### src/rtl/spi_slave_if_pkg.sv
// Shared constants, config layout and bit-order helpers for the SPI responder.
package spi_slave_if_pkg;

    localparam int unsigned BYTE_W     = 8;
    localparam int unsigned DOUT_W     = BYTE_W + 1;
    localparam int unsigned STATUS_W   = 4;
    localparam int unsigned FIFO_DEPTH = 4;

    localparam int unsigned CFG_CPHA_BIT   = 0;
    localparam int unsigned CFG_CPOL_BIT   = 1;
    localparam int unsigned CFG_ENDIAN_BIT = 2;

    localparam logic ENDIAN_MSB_FIRST = 1'b0;
    localparam logic ENDIAN_LSB_FIRST = 1'b1;

    localparam int unsigned ST_RX_EMPTY = 0;
    localparam int unsigned ST_TX_EMPTY = 1;
    localparam int unsigned ST_BUSY     = 2;
    localparam int unsigned ST_OVERRUN  = 3;

    localparam logic [BYTE_W-1:0] FILL_BYTE_DEFAULT = 8'hFF;

    typedef struct packed {
        logic endian;
        logic cpol;
        logic cpha;
    } cfg_t;

    localparam cfg_t CFG_RESET = '{endian: ENDIAN_MSB_FIRST, cpol: 1'b0, cpha: 1'b0};

    function automatic logic [BYTE_W-1:0] bit_rev(input logic [BYTE_W-1:0] b);
        logic [BYTE_W-1:0] r;
        for (int i = 0; i < int'(BYTE_W); i++) begin
            r[i] = b[int'(BYTE_W) - 1 - i];
        end
        return r;
    endfunction

    // The shift registers always run MSB-first; LSB-first bytes are mirrored at the edges.
    function automatic logic [BYTE_W-1:0] order_byte(input logic endian,
                                                     input logic [BYTE_W-1:0] b);
        return (endian == ENDIAN_LSB_FIRST) ? bit_rev(b) : b;
    endfunction

endpackage

### src/rtl/spi_sync.sv
// Multi-flop synchroniser with edge detect against the previous synchronised sample.
module spi_sync #(
    parameter int unsigned SYNC_STAGES = 2,
    parameter logic        RST_VAL     = 1'b0
) (
    input  logic clk,
    input  logic rst,
    input  logic d,
    output logic q,
    output logic rise_c,
    output logic fall_c
);

    logic [SYNC_STAGES-1:0] pipe;
    logic                   prev;

    always_ff @(posedge clk or posedge rst) begin
        if (rst) begin
            pipe <= {SYNC_STAGES{RST_VAL}};
            prev <= RST_VAL;
        end else begin
            pipe <= {pipe[SYNC_STAGES-2:0], d};
            prev <= pipe[SYNC_STAGES-1];
        end
    end

    assign q      = pipe[SYNC_STAGES-1];
    assign rise_c = q & ~prev;
    assign fall_c = ~q & prev;

endmodule

### src/rtl/srl_fifo.sv
// Shift-register FIFO: push shifts into slot 0, head sits at slot count-1.
module srl_fifo #(
    parameter int unsigned WIDTH = 8,
    parameter int unsigned DEPTH = 4
) (
    input  logic             clk,
    input  logic             rst,
    input  logic             push,
    input  logic [WIDTH-1:0] din,
    input  logic             pop,
    output logic [WIDTH-1:0] dout,
    output logic             empty,
    output logic             full
);

    localparam int unsigned CNT_W = $clog2(DEPTH + 1);
    localparam int unsigned AW    = $clog2(DEPTH);

    logic [WIDTH-1:0] mem [DEPTH];
    logic [CNT_W-1:0] count;
    logic             do_push;
    logic             do_pop;

    assign do_pop  = pop & ~empty;
    // A pop in the same cycle frees the slot the push shifts into.
    assign do_push = push & (~full | do_pop);

    always_ff @(posedge clk) begin
        if (do_push) begin
            mem[0] <= din;
            for (int i = 1; i < int'(DEPTH); i++) begin
                mem[i] <= mem[i-1];
            end
        end
    end

    always_ff @(posedge clk or posedge rst) begin
        if (rst) begin
            count <= '0;
        end else begin
            count <= count + CNT_W'(do_push) - CNT_W'(do_pop);
        end
    end

    assign empty = (count == '0);
    assign full  = (count == CNT_W'(DEPTH));
    assign dout  = mem[AW'(count - CNT_W'(1))];

endmodule

### src/rtl/spi_slave_if.sv
// SPI responder: synchronised SCK/SS/MOSI, all four modes, both bit orders,
// TX/RX byte FIFOs behind the cmd/wr/rd/ack bus.
module spi_slave_if
    import spi_slave_if_pkg::*;
#(
    parameter int unsigned       SYNC_STAGES = 2,
    parameter logic [BYTE_W-1:0] FILL_BYTE   = FILL_BYTE_DEFAULT
) (
    input  logic                clk,
    input  logic                rst,
    input  logic [BYTE_W-1:0]   din,
    input  logic                cmd,
    input  logic                wr,
    input  logic                rd,
    output logic [DOUT_W-1:0]   dout,
    output logic                ack,
    output logic [STATUS_W-1:0] status,
    input  logic                spi_sck,
    input  logic                spi_ss,
    input  logic                spi_mosi,
    output logic                spi_miso,
    output logic                spi_miso_oe
);

    localparam logic [0:0]  IDLE   = 1'b0;
    localparam logic [0:0]  ACTIVE = 1'b1;
    localparam int unsigned CNT_W  = 3;

    logic [0:0]             state, state_d;
    cfg_t                   cfg;
    logic [BYTE_W-1:0]      tx_shr, tx_shr_d;
    logic [BYTE_W-1:0]      rx_shr, rx_shr_d;
    logic [CNT_W-1:0]       bit_cnt, bit_cnt_d;
    logic                   first, first_d;
    logic                   rx_push_q, rx_push_d;
    logic [BYTE_W-1:0]      rx_byte_q, rx_byte_d;
    logic                   overrun;

    logic                   sck_q, sck_rise, sck_fall;
    logic                   ss_q, ss_rise, ss_fall;
    logic [SYNC_STAGES-1:0] mosi_pipe;
    logic                   mosi_q;

    logic                   tx_push_c, tx_pop_c, rx_pop_c;
    logic [BYTE_W-1:0]      tx_head, rx_head;
    logic                   tx_empty, tx_full, rx_empty, rx_full;

    logic                   sck_edge_c, sck_lead_c, sck_trail_c;
    logic                   sample_c, shift_c;
    logic [BYTE_W-1:0]      next_tx_c, rx_next_c;

    spi_sync #(.SYNC_STAGES(SYNC_STAGES), .RST_VAL(1'b0)) u_sck_sync (
        .clk    (clk),
        .rst    (rst),
        .d      (spi_sck),
        .q      (sck_q),
        .rise_c (sck_rise),
        .fall_c (sck_fall)
    );

    // SS resets high so the responder comes out of reset deselected.
    spi_sync #(.SYNC_STAGES(SYNC_STAGES), .RST_VAL(1'b1)) u_ss_sync (
        .clk    (clk),
        .rst    (rst),
        .d      (spi_ss),
        .q      (ss_q),
        .rise_c (ss_rise),
        .fall_c (ss_fall)
    );

    always_ff @(posedge clk or posedge rst) begin
        if (rst) begin
            mosi_pipe <= '0;
        end else begin
            mosi_pipe <= {mosi_pipe[SYNC_STAGES-2:0], spi_mosi};
        end
    end
    assign mosi_q = mosi_pipe[SYNC_STAGES-1];

    srl_fifo #(.WIDTH(BYTE_W), .DEPTH(FIFO_DEPTH)) u_tx_fifo (
        .clk   (clk),
        .rst   (rst),
        .push  (tx_push_c),
        .din   (din),
        .pop   (tx_pop_c),
        .dout  (tx_head),
        .empty (tx_empty),
        .full  (tx_full)
    );

    srl_fifo #(.WIDTH(BYTE_W), .DEPTH(FIFO_DEPTH)) u_rx_fifo (
        .clk   (clk),
        .rst   (rst),
        .push  (rx_push_q),
        .din   (rx_byte_q),
        .pop   (rx_pop_c),
        .dout  (rx_head),
        .empty (rx_empty),
        .full  (rx_full)
    );

    assign tx_push_c = wr & ~tx_full;
    assign rx_pop_c  = rd & ~rx_empty;
    assign dout      = rx_pop_c ? {1'b0, rx_head} : {1'b1, {BYTE_W{1'b0}}};

    // Leading edge leaves the idle level (CPOL); CPHA picks which class samples.
    assign sck_edge_c  = sck_rise | sck_fall;
    assign sck_lead_c  = sck_edge_c & (sck_q ^ cfg.cpol);
    assign sck_trail_c = sck_edge_c & ~(sck_q ^ cfg.cpol);
    assign sample_c    = cfg.cpha ? sck_trail_c : sck_lead_c;
    assign shift_c     = cfg.cpha ? sck_lead_c  : sck_trail_c;

    assign next_tx_c = order_byte(cfg.endian, tx_empty ? FILL_BYTE : tx_head);
    assign rx_next_c = {rx_shr[BYTE_W-2:0], mosi_q};

    always_ff @(posedge clk or posedge rst) begin
        if (rst) begin
            state <= IDLE;
        end else begin
            state <= state_d;
        end
    end

    always_comb begin
        state_d   = state;
        tx_shr_d  = tx_shr;
        rx_shr_d  = rx_shr;
        bit_cnt_d = bit_cnt;
        first_d   = first;
        rx_push_d = 1'b0;
        rx_byte_d = rx_byte_q;
        tx_pop_c  = 1'b0;
        case (state)
            IDLE: begin
                if (ss_fall) begin
                    state_d   = ACTIVE;
                    tx_shr_d  = next_tx_c;
                    tx_pop_c  = ~tx_empty;
                    bit_cnt_d = '0;
                    first_d   = 1'b1;
                end
            end
            ACTIVE: begin
                if (ss_rise) begin
                    state_d   = IDLE;
                    bit_cnt_d = '0;
                    first_d   = 1'b0;
                end else if (sample_c) begin
                    rx_shr_d  = rx_next_c;
                    bit_cnt_d = CNT_W'(bit_cnt + CNT_W'(1));
                    first_d   = 1'b0;
                    if (bit_cnt == CNT_W'(BYTE_W - 1)) begin
                        rx_push_d = 1'b1;
                        rx_byte_d = order_byte(cfg.endian, rx_next_c);
                    end
                end else if (shift_c) begin
                    // Only a CPHA=1 frame sees a shift edge before any sample.
                    if (first) begin
                        first_d = 1'b0;
                    end else if (bit_cnt == '0) begin
                        tx_shr_d = next_tx_c;
                        tx_pop_c = ~tx_empty;
                    end else begin
                        tx_shr_d = {tx_shr[BYTE_W-2:0], 1'b0};
                    end
                end
            end
            default: begin
                state_d = IDLE;
            end
        endcase
    end

    always_ff @(posedge clk or posedge rst) begin
        if (rst) begin
            tx_shr    <= '0;
            rx_shr    <= '0;
            bit_cnt   <= '0;
            first     <= 1'b0;
            rx_push_q <= 1'b0;
            rx_byte_q <= '0;
            spi_miso  <= 1'b0;
        end else begin
            tx_shr    <= tx_shr_d;
            rx_shr    <= rx_shr_d;
            bit_cnt   <= bit_cnt_d;
            first     <= first_d;
            rx_push_q <= rx_push_d;
            rx_byte_q <= rx_byte_d;
            spi_miso  <= (state == ACTIVE) & tx_shr[BYTE_W-1];
        end
    end

    // Config, overrun flag and bus acknowledge.
    always_ff @(posedge clk or posedge rst) begin
        if (rst) begin
            cfg     <= CFG_RESET;
            overrun <= 1'b0;
            ack     <= 1'b0;
        end else begin
            ack <= tx_push_c | rd | cmd;
            if (cmd) begin
                cfg <= '{endian: din[CFG_ENDIAN_BIT],
                         cpol:   din[CFG_CPOL_BIT],
                         cpha:   din[CFG_CPHA_BIT]};
            end
            if (rx_push_q && rx_full && !rx_pop_c) begin
                overrun <= 1'b1;
            end else if (cmd) begin
                overrun <= 1'b0;
            end
        end
    end

    assign spi_miso_oe = ~ss_q;

    always_comb begin
        status              = '0;
        status[ST_OVERRUN]  = overrun;
        status[ST_BUSY]     = (state == ACTIVE);
        status[ST_TX_EMPTY] = tx_empty;
        status[ST_RX_EMPTY] = rx_empty;
    end

endmodule

### config.mk
export PLATFORM = sky130hd
export DESIGN_NAME = spi_slave_if
export DESIGN_NICKNAME = d
export VERILOG_FILES = /design/src/rtl/spi_slave_if_pkg.sv /design/src/rtl/spi_sync.sv /design/src/rtl/srl_fifo.sv /design/src/rtl/spi_slave_if.sv
export SDC_FILE = /design/constraint.sdc
export NUM_CORES = 1
export LEC_CHECK = 0
export CORE_MARGIN = 5
export CORE_UTILIZATION = 53
export CTS_CLUSTER_SIZE = 20
export DETAILED_ROUTE_END_ITERATION = 8
export GPL_ROUTABILITY_DRIVEN = 0
export PLACE_DENSITY = 0.75
export SLEW_MARGIN = 20
export SYNTH_ARGS = -nofsm -noshare
export SYNTH_HDL_FRONTEND = slang
export SYNTH_SLANG_ARGS = --single-unit
### constraint.sdc
create_clock -name clk -period 5.02 [get_ports clk]
set_clock_uncertainty 0.15 [all_clocks]
set_input_delay 1.004 -clock clk [delete_from_list [all_inputs] [get_ports clk]]
set_output_delay 1.004 -clock clk [all_outputs]
set_load 0.01 [all_outputs]
# --- Word level (Yosys, flattened, before mapping) ---
# Memory sizes are Yosys's and may differ from the RTL's.
# Index checks and enable logic that the tools add are counted.
totals:
  reg_bits: 49
  mem_bits_rw: 64
  out_inout_bits: 16
  memories: 2
memory_table:
  columns: ["name", "depth", "width", "read_ports", "rd_ports_with_merged_regs", "write_ports", "line_no", "text"]
  rows:
  - ["u_rx_fifo.mem", 4, 8, 4, 0, 4, "srl_fifo.sv:19", "logic [WIDTH-1:0] mem [DEPTH];"]
  - ["u_tx_fifo.mem", 4, 8, 4, 0, 4, "srl_fifo.sv:19", null]
classes:
  addsub: 7
  eq_ne: 10
  n_mux: 42
  bitwise_logic: 30
  reduce_logical: 12
op_table:
  columns: ["op", "count"]
  rows:
  - ["two-way mux 8 bit", 9]
  - ["two-way mux 1 bit", 24]
  - ["case mux 8 bit (2 select lines)", 1]
  - ["AND 1 bit", 13]
  - ["NOT 1 bit", 11]
  - ["equality test 3 bit (second input constant)", 3]
  - ["logical NOT 3 bit", 3]
  - ["two-way mux 3 bit", 3]
  - ["two-way mux 9 bit", 1]
  - ["!= test 2 bit (second input constant)", 4]
  - ["adder 3 x 1 -> 3 bit", 2]
  - ["case mux 1 bit (2 select lines)", 3]
  - ["case mux 3 bit (2 select lines)", 1]
  - ["subtractor 3 x 1 -> 3 bit", 2]
  - ["OR 1 bit", 5]
  - ["AND reduction 5 bit", 1]
  - ["!= test 4 x 1 -> 1 bit (second input constant)", 1]
  - ["AND reduction 2 bit", 2]
  - ["AND reduction 4 bit", 1]
  - ["subtractor 2 x 1 -> 2 bit (second input constant)", 2]
  - ["adder 3 x 1 -> 3 bit (second input constant)", 1]
  - ["!= test 3 x 1 -> 1 bit (second input constant)", 1]
  - ["AND reduction 3 bit", 1]
  - ["logical AND 1 bit", 2]
  - ["4 further kinds", 4]

# --- Longest topological paths before layout ---
# Gate-level depths: netlist of run 1.
depth:
  word_depth: 14
  ltp_mapped: 14

# --- Cells and area by module ---
# Synthesis of run 1 repeated with hierarchy kept, for this count alone.
hier_totals:
  cells_unflattened: 301
  area_unflattened_um2: 4858.4
modules_own_cells:
  columns: ["module", "n_inst", "cells_each", "area_per_inst_um2", "seq_area_each_um2"]
  rows:
  - ["srl_fifo", 2, 63, 1362.6, 1036.0]
  - ["spi_slave_if", 1, 163, 1941.9, 925.9]
  - ["spi_sync (u_ss_sync)", 1, 6, 97.6, 78.8]
  - ["spi_sync (u_sck_sync)", 1, 6, 93.8, 75.1]

# --- Least setup slack after synthesis of run 1 ---
# OpenSTA, ideal clock, no wires.
synth_path:
  kind: "flip-flop to flip-flop"
  startpoint: "register u_tx_fifo.count[0]"
  endpoint: "register u_tx_fifo.count[1]"
  arrival_ns: 4.406
  t_required_ns: 4.735
  path_slack_ns: 0.329
  path_stages_with_launch: 7
  n_path_buf: 1
  synth_period_minus_slack_ns: 4.691
  path_cell_list: "dfrtp_1 > clkbuf_1 > clkinv_1 > ha_1 > a21boi_0 > ha_1 > fa_1"
synth_via:
  elab_chain_cells: 13
  elab_cells_between_ends: 17
  cone_classes: "add/sub: 2; eq/ne: 1; mux: 7; bitwise: 6; reduce/logical: 1"
synth_lines:
  columns: ["element", "line_no", "text"]
  rows:
  - ["start, declared", "srl_fifo.sv:20", "logic [CNT_W-1:0] count;"]
  - ["start signal, assigned", "srl_fifo.sv:41", "count <= count + CNT_W'(do_push) - CNT_W'(do_pop);"]
  - ["logical NOT 3 bit", "srl_fifo.sv:45", "assign empty = (count == '0);"]
  - ["NOT 1 bit", "srl_fifo.sv:24, spi_slave_if.sv:138, spi_slave_if.sv:162", null]
  - ["two-way mux 1 bit", "spi_slave_if.sv:160", "end else if (bit_cnt == '0) begin"]
  - ["two-way mux 1 bit", "spi_slave_if.sv:158", "if (first) begin"]
  - ["two-way mux 1 bit", "spi_slave_if.sv:156", "end else if (shift_c) begin"]
  - ["two-way mux 1 bit", "spi_slave_if.sv:148", "end else if (sample_c) begin"]
  - ["two-way mux 1 bit", "spi_slave_if.sv:144", "if (ss_rise) begin"]
  - ["case mux 1 bit (2 select lines)", "spi_slave_if.sv:133", "case (state)"]
  - ["AND 1 bit", "srl_fifo.sv:24", "assign do_pop = pop & ~empty;"]
  - ["OR 1 bit", "srl_fifo.sv:26", "assign do_push = push & (~full | do_pop);"]
  - ["AND 1 bit *", "srl_fifo.sv:26", null]
  - ["via u_tx_fifo.do_push", "srl_fifo.sv:21", "logic do_push;"]
  - ["adder 3 x 1 -> 3 bit *", "srl_fifo.sv:41", null]
  - ["subtractor 3 x 1 -> 3 bit *", "srl_fifo.sv:41", null]
# Mark *: on every way through the listed nets, which the timed path passes. The rest lies on a longest branch.
# A chain may end at the register's enable or synchronous reset.

# --- Worst setup path in the final report of run 1 ---
layout_path:
  startpoint: "register u_rx_fifo.count[0]"
  endpoint: "output dout[2]"
layout_via:
  elab_chain_cells: 4
  elab_cells_between_ends: 6
  cone_classes: "add/sub: 1; mux: 1; bitwise: 2; reduce/logical: 1; memory: 1"
layout_lines:
  columns: ["element", "line_no", "text"]
  rows:
  - ["start, declared", "srl_fifo.sv:20", null]
  - ["start signal, assigned", "srl_fifo.sv:41", null]
  - ["parallel branches: the longest is 3 deep, another holds memory read (4 x 8 bit)", null, null]
  - ["two-way mux 9 bit *", "spi_slave_if.sv:104", "assign dout = rx_pop_c ? {1'b0, rx_head} : {1'b1, {BYTE_W{1'b0}}};"]
  - ["end, declared", "spi_slave_if.sv:15", "output logic [DOUT_W-1:0] dout,"]
# Every way passes the cells marked *.

==> results of run 1 <==
[worst min path at each step]
stage / depth (start not counted) / slack [ns] / start / endpoint
after floorplan: 0 / 0.18 / mosi_pipe[0] / mosi_pipe[1]
after global placement: 0 / 0.18 / u_sck_sync.pipe[0] / u_sck_sync.pipe[1]
after detailed placement: 0 / 0.19 / mosi_pipe[0] / mosi_pipe[1]
after CTS: 0 / 0.21 / u_ss_sync.pipe[0] / u_ss_sync.pipe[1]
after global routing: 0 / 0.21 / u_ss_sync.pipe[0] / u_ss_sync.pipe[1]
final: 0 / 0.20 / mosi_pipe[0] / mosi_pipe[1]
[flip-flops by register name (all words and copies together) (netlist names), 2 cells and up]
register	cells
bit_cnt	3
cfg	3
mosi_pipe	2
rx_byte_q	8
rx_shr	7
tx_shr	8
u_rx_fifo.count	3
u_rx_fifo.mem	32
u_sck_sync.pipe	2
u_ss_sync.pipe	2
u_tx_fifo.count	3
u_tx_fifo.mem	32
[cells in the final DEF (no fill, tap or decap), types with 2 or more instances in the layout]
master           instances
clkbuf_16               16
nor2b_1                 10
clkinv_2                 3
nand2_1                 35
dfrtp_1                 46
inv_1                   24
xnor2_1                  5
or2b_1                   2
o21ai_1                  5
clkdlybuf4s50_1         31
edfxtp_1                64
mux2i_1                 16
nor2_1                   3
clkinv_4                 4
ha_1                     9
buf_4                    3
nand2b_1                 2
a221oi_1                 3
bufinv_16                2
and4bb_1                 2
o22ai_1                  7
dfstp_2                  3
clkinv_1                 3
mux2_2                  11
mux4_2                  24
o21ai_0                 10
clkinvlp_4               4
and2_1                   3
fa_1                     2
[metal layers]
layer  up-vias  routed length [um]
met5         -                   0
met4         0                 102
met3        10                 397
met2        61                4140
met1      1342                3690
li1       1238                   -
[through the flow]
stage                     total power, mW  hold WS, ns  cell area, um2  std cells  util [%]
after global routing                 3.59        0.210            5880        479      64.3
after floorplan                      2.05        0.181            4930        317         -
after detailed placement             2.28        0.194            5320        447      58.1
final                                3.40        0.202            5880        479      64.3
after global placement               2.25        0.184            5320        447      58.1
after CTS                            3.44        0.207            5880        479      64.3
[area by class of cell]
type                       count  area (um2)
clock buffer                  18         418
multi-input combinational    163        1600
tap                          111         139
inverter                      26        98.8
fill                         643        3270
clock inverter                14         143
timing repair buffer          34         333
sequential                   113        3150
[logic make-up (layout without fill, tap and decap cells)]
kind of cell / after synthesis / in the layout / share of synthesized area (%)
AOI/OAI and AO/OA: 31 / 31 / 4.24
xor gates and xnor gates: 6 / 6 / 1.07
adders and majority gates: 12 / 12 / 3.30
buffers and inverters: 41 / 92 / 3.83
DFF: 113 / 113 / 64.0
muxes: 52 / 52 / 17.0
and+or+nand+nor: 62 / 62 / 6.55
[report_power, final]
part	total [mW]	switching (mW)	internal [mW]
sequential	1.31	0.140	1.17
combinational	0.969	0.434	0.535
clock	1.12	0.423	0.701
total	3.40	0.997	2.40
==> metrics.md, run 1 <==
| Metric | Value |
|---|---|
| Initial antenna violation count | 0 |
| Final WS setup | 1.01 ns |
| Cell leakage power | 2.37 nW |
| # rows | 35 |
| Most used standard cell by instance count after synthesis | edfxtp_1 |
| Wire per inst | 17.4 um |
| Worst path depth | 5 |
| Final setup fails | 0 |
| Syn Area/Cell | 15.5 um2 |
| Nets | 382 |
| Root Driver | clkbuf_8 |
| Arr. time, crit path | 2.86 ns |
| Mapped Cells | 317 |
| Max-Cap Viols | 0 |
| R2R Path Start | state |
| Detail Placement HPWL | 5.24 mm |
| Slew Limit Fails | 0 |
| Slowest cell on the critical path | dfrtp_1 |
| Register area share after synthesis | 64.0% |
| # hold bufs at CTS | 0 |
| Vias per cell | 5.53 |
| Fin crit period | 4.01 ns |
| Inserted Clock Buffers | 17 |
| Gr ovfl total | 0 |
| Largest net degree at the start of global routing | 50 |
| Share of cells above drive strength 1 | 21.2% |
| Port bufs | 31 |
| Crit. End Element | output port |
| Cts repair resizes | 0 |
| Highest ir drop seen on vdd | 0.000263 V |
| Count of final hold-check violations | 0 |
| Crit path from | u_rx_fifo.count[0] |
| Post-synth cell types | 38 |
| Power Dens Cells | 578 mW/mm2 |
| Drt first pass iters | 4 |
| Seq cells post-synth | 113 |
| Clock-pin slew on the worst setup and hold paths | 0.05 ns |
| Most Crowded Layer GR | met2 |
| Clk Latency, worst-skew pair | 0.51 ns |
| Most frequent cells after synthesis | edfxtp_1 (64), dfrtp_1 (46), nand2_1 (35) |
| Mapped Nets | 344 |
| RSZ-0062 raised after global routing | no |
| CP max FO | 9 |
| Slew HR | 44.5% |
| CP delay by family, top | buffers and inverters |
| Vias | 2651 |
| Post-place setup slack | 1.34 ns |
| Yosys warnings | 0 |
| Diodes inserted | 0 |
| Die width | 106 um |
| Worst Setup Start Kind | flip-flop |
| Total Wirelength | 8.32 mm |
| Buf/Inv on CP | 2 |
| Setup repair bufs after CTS | 0 |
| Worst slew pin tran | 0.833 ns |
| Top FF cell, synth | edfxtp_1 |
| Leading area contributor after synthesis | edfxtp_1 |
| Initial drt markers | 80 |
| CTS sink count | 113 |
| Final Cycle Share | 79.9% |
| I/O pin total | 32 |
| Chip height | 106 um |
| Global-route wire length before repair | 14.0 mm |
| Met2 GRT Util | 25.7% |
| Met1 usage in global routing | 20.9% |
| Mapped cell area | 0.00493 mm2 |
| Area growth from synthesis to layout | 19.4% |
| Post-route DRC | 0 |
| FF-to-FF setup slack | 2.01 ns |
| GR Util All Layers | 16.2% |
| DIE AREA | 0.0113 mm2 |
| Status | finished, final reports clean |
| Yosys top cell area share | 39.0% |
| Starting Density | 53.8% |
| Worst Path Class, Setup | flip-flop to output port |
| Reg2Reg Depth | 10 |
| Main area contributors after synthesis | edfxtp_1 (39%), dfrtp_1 (23%), mux4_2 (11%) |
| Required time worst endpoint | 3.87 ns |
| Vias in the first global route | 2799 |
| Fmax | 249 MHz |
| CP max stage delay | 0.65 ns |
| Reg-to-reg endpoint | u_tx_fifo.count[2] |
| Async S/R FF share, synth | 43.4% |
| Clk buf depth | 2 |
| Hold Path Class | flip-flop to flip-flop |
| Post-route ant nets | 0 |
| Fin Setup TNS | 0 ns |
| Grt met3 use | 4.98% |
| Post-synth EDFFs | 64 |
| Core Box Area | 0.00915 mm2 |
| H-tree depth | 4 |
| CP endpoint | dout[2] |
| Critical path cell sequence | inv_1 > ha_1 > mux4_2 > nor2b_1 > clkdlybuf4s50_1 |
| CTS tree | yes |
Power figures use the tool's default switching activity.
==> run 2: changes to the inputs <==
Clock period 5.02 ns to 3.5 ns, I/O delays scaled along.
==> run 2 against run 1 <==
Power rose by 46%. Global-route usage rose by 0.29 points. Via count rose by 0.75%. Count of clock-buffer cells in the layout rose by 1. Sequential power rose by 41%. First-iteration DRC count rose by 68%. Critical path depth did not move. Critical endpoint is now dout[1]. Clock power rose by 47%. Combinational power rose by 52%.
==> metrics.md, run 2 (synthesized netlist as in run 1, its figures left out) <==
| Metric | Value |
|---|---|
| Status | finished, final reports clean |
| Vias | 2671 (+0.75%) |
| Fmax | 299 MHz |
| DIE AREA | 0.0113 mm2 (unchanged) |
| Commonest non-fill, non-tap cell in the layout | edfxtp_1 |
| Worst slew pin tran | 0.815 ns (-0.0185 ns) |
| Total Wirelength | 8.10 mm (-2.7%) |
| Diodes inserted | 0 (unchanged) |
| Fin crit period | 3.34 ns |
| Share of cells above drive strength 1 | 21.7% (+0.52 points) |
| Worst Setup Start Kind | flip-flop |
| Post-route DRC | 0 (unchanged) |
| CTS tree | yes |
| Slew HR | 45.7% (+1.2 points) |
| Switching fraction of total power | 28.7% (-0.64 points) |
| Max-Cap Viols | 0 (unchanged) |
| Area growth from synthesis to layout | 20.3% |
| Setup repair bufs after CTS | 0 (unchanged) |
| Post-Layout Cell Count | 484 (+1.0%) |
| Required time worst endpoint | 2.65 ns (-1.22 ns) |
| Initial drt markers | 134 (+68%) |
| Inserted Clock Buffers | 17 (unchanged) |
| # rows | 35 (unchanged) |
| Wire per inst | 16.7 um (-3.7%) |
| Combinational power share | 29.5% (+1.0 points) |
| Crit. End Element | output port |
| CTS sink count | 113 (unchanged) |
| Power Dens Cells | 838 mW/mm2 (+45%) |
| Final setup fails | 0 (unchanged) |
| Initial antenna violation count | 0 (unchanged) |
| Die width | 106 um (unchanged) |
| CP max FO | 8 (-1) |
| Highest ir drop seen on vdd | 0.000363 V (+38%) |
| # hold bufs at CTS | 0 (unchanged) |
| Worst Path Class, Setup | flip-flop to output port |
| Root Driver | clkbuf_8 |
| Largest regs | u_rx_fifo.mem: 32 flops, u_tx_fifo.mem: 32 flops |
| Cell leakage power | 2.40 nW (+1.2%) |
| Fin Setup TNS | 0 ns (unchanged) |
| Nets | 387 (+1.3%) |
| Arr. time, crit path | 2.49 ns (-0.37 ns) |
| Clock-pin slew on the worst setup and hold paths | 0.05 ns (about the same) |
| Port bufs | 31 (unchanged) |
| Starting Density | 53.8% (unchanged) |
| Slew Limit Fails | 0 (unchanged) |
| Final Cycle Share | 95.4% |
| Count of final hold-check violations | 0 (unchanged) |
| RSZ-0062 raised after global routing | no |
| Chip height | 106 um (unchanged) |
| Sw Pwr | 1.43 mW (+43%) |
| Placed Instances | 452 (+1.1%) |
| H-tree depth | 4 (unchanged) |
| Most frequent cells in the layout | edfxtp_1 (64), dfrtp_1 (46), nand2_1 (35), clkdlybuf4s50_1 (31) |
| Core Box Area | 0.00915 mm2 (unchanged) |
| GR Util All Layers | 16.5% (+0.29 points) |
| Detail Placement HPWL | 5.23 mm (-0.18%) |
| Largest net degree at the start of global routing | 50 (unchanged) |
| Gr ovfl total | 0 (unchanged) |
| Cell-internal power | 3.54 mW (+48%) |
| Clock Power Share | 33.2% (about the same) |
| Post-route ant nets | 0 (unchanged) |
| Global-route wire length before repair | 14.3 mm (+2.0%) |
| Drt first pass iters | 4 (unchanged) |
| I/O pin total | 32 (unchanged) |
| Vias in the first global route | 2890 (+3.3%) |
| Vias per cell | 5.52 (-0.29%) |
| Hold Path Class | flip-flop to flip-flop |
| Clk buf depth | 2 (unchanged) |
| Cts repair resizes | 0 (unchanged) |
| Clk Latency, worst-skew pair | 0.51 ns (about the same) |
| Part of the power in registers | 37.3% (-1.1 points) |
run 2: cell count changes in the layout (fill, tap and decap cells not counted), sizes merged:
cell    delta
clkbuf     +1
buf        +5
clkinv     -3
inv        +1
bufinv     +1
run 2: path summary, 6_finish.rpt:
kind | end | startpoint | depth (start not counted) | slack, ns
setup / recovery | dout[1] | u_rx_fifo.count[1] | 5 | 0.16
hold / removal | u_ss_sync.pipe[1] | u_ss_sync.pipe[0] | 0 | 0.21
setup reg to reg | u_tx_fifo.count[2] | cfg[0] | 10 | 0.48
hold reg to reg | u_ss_sync.pipe[1] | u_ss_sync.pipe[0] | 0 | 0.21
max in group asynchronous | u_sck_sync.prev | rst | 3 | 2.25
min in group asynchronous | u_rx_fifo.count[2] | rst | 3 | 0.53
run 2: routing by layer:
layer / wire length (um) / global-route usage, % / up-vias
li1: - / - / 1253
met1: 3720 / 21.4 / 1353
met2: 3920 / 25.6 / 54
met3: 324 / 5.22 / 11
met4: 141 / 7.49 / 0
met5: 0 / 0 / -
run 2: per-stage QoR:
| stage | util, % | setup WS (ns) | instance area (um2) | power [mW] | hold WS (ns) |
|---|---|---|---|---|---|
| finish | 64.8 | 0.160 | 5930 | 4.97 | 0.205 |
| global route | 64.8 | 0.0311 | 5930 | 5.27 | 0.208 |
| CTS | 64.8 | 0.137 | 5930 | 5.03 | 0.206 |
| detailed placement | 58.6 | 0.442 | 5360 | 3.33 | 0.192 |
| global placement | 58.6 | 0.499 | 5360 | 3.28 | 0.182 |
| floorplan | - | 0.446 | 4930 | 2.93 | 0.181 |
run 2: power by group through the flow:
stage                     Combinational [mW]  Clock [mW]  Sequential (mW)
after global placement                  1.42           0             1.86
after global routing                    1.62        1.76             1.89
final                                   1.47        1.65             1.85
after CTS                               1.49        1.68             1.86
after floorplan                         1.13           0             1.80
after detailed placement                1.46           0             1.87
run 2: cell type report:
cell class | instances | area, um2
Fill cell | 636 | 3230
Sequential cell | 113 | 3150
Multi-Input combinational cell | 163 | 1600
Clock buffer | 19 | 422
Timing Repair Buffer | 39 | 370
Clock inverter | 13 | 146
Tap cell | 111 | 139
Inverter | 26 | 97.6
run 2: worst max-delay path: stages (launching register included):
cell             delay, ns
dfrtp_1               0.40
inv_1                 0.06
ha_1                  0.51
mux4_2                0.38
nor2b_1               0.14
clkdlybuf4s50_1       0.49
==> run 3: changes to the inputs <==
Settings changed: CORE_UTILIZATION 53 to 50, PLACE_DENSITY 0.75 to 0.72.
==> run 3 against run 2 <==
Wire length fell by 2.1%. Worst hold slack got worse by 0.0085 ns. Power about the same. Clock power is essentially flat. Sequential power about the same. Sequential share of layout area fell by 0.40 points. Setup slack better by 0.052 ns. Highest routed layer unchanged.
==> metrics.md, run 3 (synthesized netlist as in run 1, its figures left out) <==
| Metric | Value |
|---|---|
| Global-route wire length before repair | 13.8 mm (-3.4%) |
| H-tree depth | 4 (unchanged) |
| Worst hold stages | 0 (unchanged) |
| GR Util All Layers | 15.5% (-0.96 points) |
| Core Box Area | 0.00968 mm2 (+5.8%) |
| Post-Route Utilization | 61.7% (-3.1 points) |
| Inserted Clock Buffers | 17 (unchanged) |
| Cell leakage power | 2.39 nW (-0.20%) |
| # hold bufs at CTS | 0 (unchanged) |
| Root Driver | clkbuf_8 |
| RSZ-0062 raised after global routing | no |
| Commonest non-fill, non-tap cell in the layout | edfxtp_1 |
| Port bufs | 31 (unchanged) |
| Clock-pin slew on the worst setup and hold paths | 0.06 ns (about the same) |
| Reg2Reg Depth | 10 (unchanged) |
| Final Cycle Share | 93.9% (-1.5 points) |
| Die width | 109 um (+2.7%) |
| Largest net degree at the start of global routing | 50 (unchanged) |
| Max-Cap Viols | 0 (unchanged) |
| Share of cells above drive strength 1 | 22.8% (+1.1 points) |
| Most frequent cells in the layout | edfxtp_1 (64), dfrtp_1 (46), nand2_1 (35), clkdlybuf4s50_1 (31) |
| DIE AREA | 0.0119 mm2 (+5.4%) |
| Clock Power Share | 33.4% (+0.2 points) |
| Fmax | 304 MHz (+1.6%) |
| Worst slew pin tran | 0.836 ns (+0.0213 ns) |
| Starting Density | 50.9% (-3.0 points) |
| Area growth from synthesis to layout | 21.2% |
| Count of final hold-check violations | 0 (unchanged) |
| Initial antenna violation count | 0 (unchanged) |
| Slew Limit Fails | 0 (unchanged) |
| Clk Latency, worst-skew pair | 0.52 ns (about the same) |
| Slew HR | 44.3% (-1.4 points) |
| Detail Placement HPWL | 5.17 mm (-1.1%) |
| Crit. End Element | output port |
| Hold Path Class | flip-flop to flip-flop |
| Final setup fails | 0 (unchanged) |
| Post-route ant nets | 0 (unchanged) |
| Wire per inst | 15.7 um (-6.3%) |
| Combinational power share | 29.3% (-0.2 points) |
| Diodes inserted | 0 (unchanged) |
| Power Dens Cells | 832 mW/mm2 (-0.69%) |
| Highest ir drop seen on vdd | 0.000419 V (+16%) |
| I/O pin total | 32 (unchanged) |
| Cts repair resizes | 0 (unchanged) |
| Switching fraction of total power | 28.6% (-0.070 points) |
| Post-DP Area | 0.00539 mm2 (+0.51%) |
| Largest regs | u_rx_fifo.mem: 32 flops, u_tx_fifo.mem: 32 flops |
| Setup repair bufs after CTS | 0 (unchanged) |
| Fin Setup TNS | 0 ns (unchanged) |
| CTS tree | yes |
| Post-route DRC | 0 (unchanged) |
| Total Wirelength | 7.93 mm (-2.1%) |
| Arr. time, crit path | 2.44 ns (-0.05 ns) |
| Worst Path Class, Setup | flip-flop to output port |
| Vias per cell | 5.21 (-5.6%) |
| Smallest hold slack | 0.197 ns (-0.00846 ns) |
| # rows | 36 (+2.9%) |
| CTS sink count | 113 (unchanged) |
| Drt first pass iters | 4 (unchanged) |
| Sw Pwr | 1.42 mW (-0.17%) |
| Fin crit period | 3.29 ns (-0.0520 ns) |
| Gr ovfl total | 0 (unchanged) |
| Initial drt markers | 148 (+10%) |
| Status | finished, final reports clean |
| CP max FO | 8 (unchanged) |
| Worst Setup Start Kind | flip-flop |
| Required time worst endpoint | 2.65 ns (about the same) |
| Nets | 387 (unchanged) |
| Cell-internal power | 3.55 mW (+0.17%) |
| Post-layout instance area | 0.00597 mm2 (+0.76%) |
| Chip height | 109 um (+2.7%) |
| Clk buf depth | 2 (unchanged) |
| Vias | 2636 (-1.3%) |
| Part of the power in registers | 37.3% (about the same) |
| Vias in the first global route | 2743 (-5.1%) |
## run 3: cell count changes in the layout (fill, tap and decap cells not counted)
cell and delta:
clkinv_2 -1, clkinv_1 -1, ha_1 -1, ha_2 +1
clkinv_4 +1, clkbuf_1 -2, clkinvlp_4 +3
## run 3: final timing paths
kind                               startpoint                 end  slack [ns]
hold reg to reg                  mosi_pipe[0]        mosi_pipe[1]        0.20
min in group asynchronous                 rst                 ack        0.51
setup / recovery           u_rx_fifo.count[1]             dout[0]        0.21
hold / removal                   mosi_pipe[0]        mosi_pipe[1]        0.20
max in group asynchronous                 rst            spi_miso        2.28
setup reg to reg                       cfg[0]  u_tx_fifo.count[2]        0.51
## run 3: power by group through the flow
stage               Clock [mW]  Combinational [mW]  Sequential [mW]
floorplan                    0                1.13             1.80
CTS                       1.69                1.48             1.86
finish                    1.66                1.46             1.85
global route              1.77                1.61             1.89
global placement             0                1.42             1.86
detailed placement           0                1.46             1.87
## run 3: critical path: stages (launching register included)
cell,delay (ns)
dfrtp_1,0.41
inv_1,0.06
ha_2,0.46
mux4_2,0.36
nor2b_1,0.15
clkdlybuf4s50_1,0.49
## run 3: layout make-up
cell class | count | area [um2]
Timing Repair Buffer | 39 | 370
Clock buffer | 17 | 414
Sequential cell | 113 | 3150
Multi-Input combinational cell | 163 | 1600
Clock inverter | 15 | 169
Inverter | 26 | 97.6
Tap cell | 133 | 166
Fill cell | 738 | 3710
## run 3: through the flow
stage / setup WS (ns) / power [mW] / std cells
floorplan: 0.446 / 2.93 / 317
global placement: 0.494 / 3.28 / 474
detailed placement: 0.416 / 3.33 / 474
CTS: 0.0644 / 5.03 / 506
global route: 0.0838 / 5.26 / 506
finish: 0.212 / 4.97 / 506
## run 3: routing by layer
metal  part of all wire (%)  wire (um)  global-route usage, %  vias to the layer above
li1                       -          -                      -                     1251
met1                     45       3600                   20.0                     1323
met2                     48       3820                   23.9                       48
met3                    4.5        356                   5.21                       14
met4                    2.0        155                   7.21                        0
met5                      0          0                      0                        -
==> edit (config.mk and constraints of run 3) <==
Change the package constant `FIFO_DEPTH` from 4 to 2.
--- a/src/rtl/spi_slave_if_pkg.sv
+++ b/src/rtl/spi_slave_if_pkg.sv
@@ -5,5 +5,5 @@
     localparam int unsigned DOUT_W     = BYTE_W + 1;
     localparam int unsigned STATUS_W   = 4;
-    localparam int unsigned FIFO_DEPTH = 4;
+    localparam int unsigned FIFO_DEPTH = 2;
 
     localparam int unsigned CFG_CPHA_BIT   = 0;
Check against the original RTL: not equivalent (Yosys sat finds a counterexample within 4 cycles, from zero or initial values and one cycle with rst high).
==> edit against run 3 <==
Count of clock-buffer cells in the layout is 8 lower; sequential cell count is 34 lower; cell area is 32% lower; worst setup slack better by 0.21 ns; wire length is 28% lower; area after synthesis is 30% lower; die area is 27% lower; power is 45% lower.
==> edit: results (changes against run 3) <==
Status
  • Run status: finished, final reports clean

Finish
  • Number of clock-tree buffers in the layout: 9 (-8)
  • Area used by multi-input combinational logic: 0.00121 mm^2 (-24%)
  • Layout net count: 309 (-20%)
  • Logic inverters: 11 (-58%)
  • Registers with the highest flip-flop counts: u_rx_fifo.mem (16), u_tx_fifo.mem (16)
  • Non-CTS buffers: 38 (-2.6%)
  • Fraction of area in registers: 52.6% (-0.16 points)
  • Post-route insts no fill: 371 (-27%)
  • Area share of buffers outside the clock network: 8.92% (+2.7 points)
  • Fraction of layout cells with a size suffix above 1: 23.0% (+0.24 points)

Synth
  • Post-synthesis net count: 274 (-20%)
  • Post-Synthesis Mean Instance Area: 13.8 um^2 (-11%)
  • Post-synth EDFFs: 32 (-50%)
  • Dominant cells by area after synthesis: dfrtp_1, edfxtp_1, mux2_2, mux2i_1, ha_1
  • Synthesized flop and latch total: 79 (-30%)
  • Fraction of synthesis flops using an asynchronous set or reset pin: 59.5% (+16 points)
  • Sequential cell area fraction in the yosys report: 61.7% (-2.2 points)
  • Count of distinct cell types in the synthesized netlist: 39 (+2.6%)
  • Cell taking the most area after synthesis: dfrtp_1

Clock tree
  • Reg clk slew, reported paths: 0.08 ns (+0.02 ns)

Global routing
  • Global-route met2 utilization: 22.3% (-1.6 points)
  • Global router's overall resource usage: 14.7% (-0.82 points)
  • Global-route wire length before repair: 9810 um (-29%)
  • GR met3 Demand/Resource: 3.30% (-1.9 points)
  • Met1 global-route usage: 19.9% (-0.17 points)
  • Pin count of the biggest net entering global routing: 20 (-60%)
  • Via count of the first global-routing pass: 2067 (-25%)

Worst setup path
  • Critical R2R Launch: u_ss_sync.prev$_DFF_PP1_
  • Maximum cell stage delay along the critical path: 0.58 ns (+0.09 ns)
  • Critical-path maximum fanout: 10 (+2)
  • End point of the critical path: dout[5]
  • RR Endpoint: u_tx_fifo.count[1]$_DFF_PP0_
  • Worst setup path start: rd

Power and ir drop
  • Power spent charging and discharging nets: 0.000788 W (-45%)
  • Reg power frac: 48.0% (+11 points)
  • Clock network power: 0.000710 W (-57%)

STA
  • Slew at the pin with the worst max-slew slack: 0.625 ns (-0.211 ns)

Worst hold path
  • Hold EP: u_sck_sync.pipe[1]$_DFF_PP0_

Placement
  • Total placed instance area: 0.00386 mm^2 (-28%)
  • HPWL Detailed: 4090 um (-21%)
  • Pre-CTS setup slack: 0.387 ns (-0.0286 ns)
  • Placed cells: 355 (-25%)

Routing
  • DR WL met2: 2630 um (-31%)
  • Vias per cell: 5.43 (+4.2%)
  • Wire length on met3: 277 um (-22%)
  • Met1 wire length: 2720 um (-24%)
  • Detailed Route Iter0 Violations: 88 (-41%)
[edit: cell count changes after synthesis, sizes merged, moves of 6 or more]
| cell | change |
|---|---|
| nor2 | +8 |
| o21ai | -9 |
| edfxtp | -32 |
| nor3 | +12 |
| inv | -14 |
| nand2 | -29 |
| mux2 | +23 |
| nand3b | +6 |
| nor3b | +8 |
| mux2i | -6 |
| mux4 | -23 |
| o31a | +6 |
| o22ai | -7 |
[edit: cell families after synthesis]
| logic type | count (synthesis) | share of synthesized area [%] |
|---|---|---|
| muxes | 46 | 15.0 |
| AOI/OAI and AO/OA | 25 | 5.52 |
| buffers and inverters | 25 | 3.32 |
| DFF | 79 | 61.7 |
| xor gates and xnor gates | 5 | 1.48 |
| and+or+nand+nor | 64 | 10.4 |
| adders and majority gates | 7 | 2.53 |
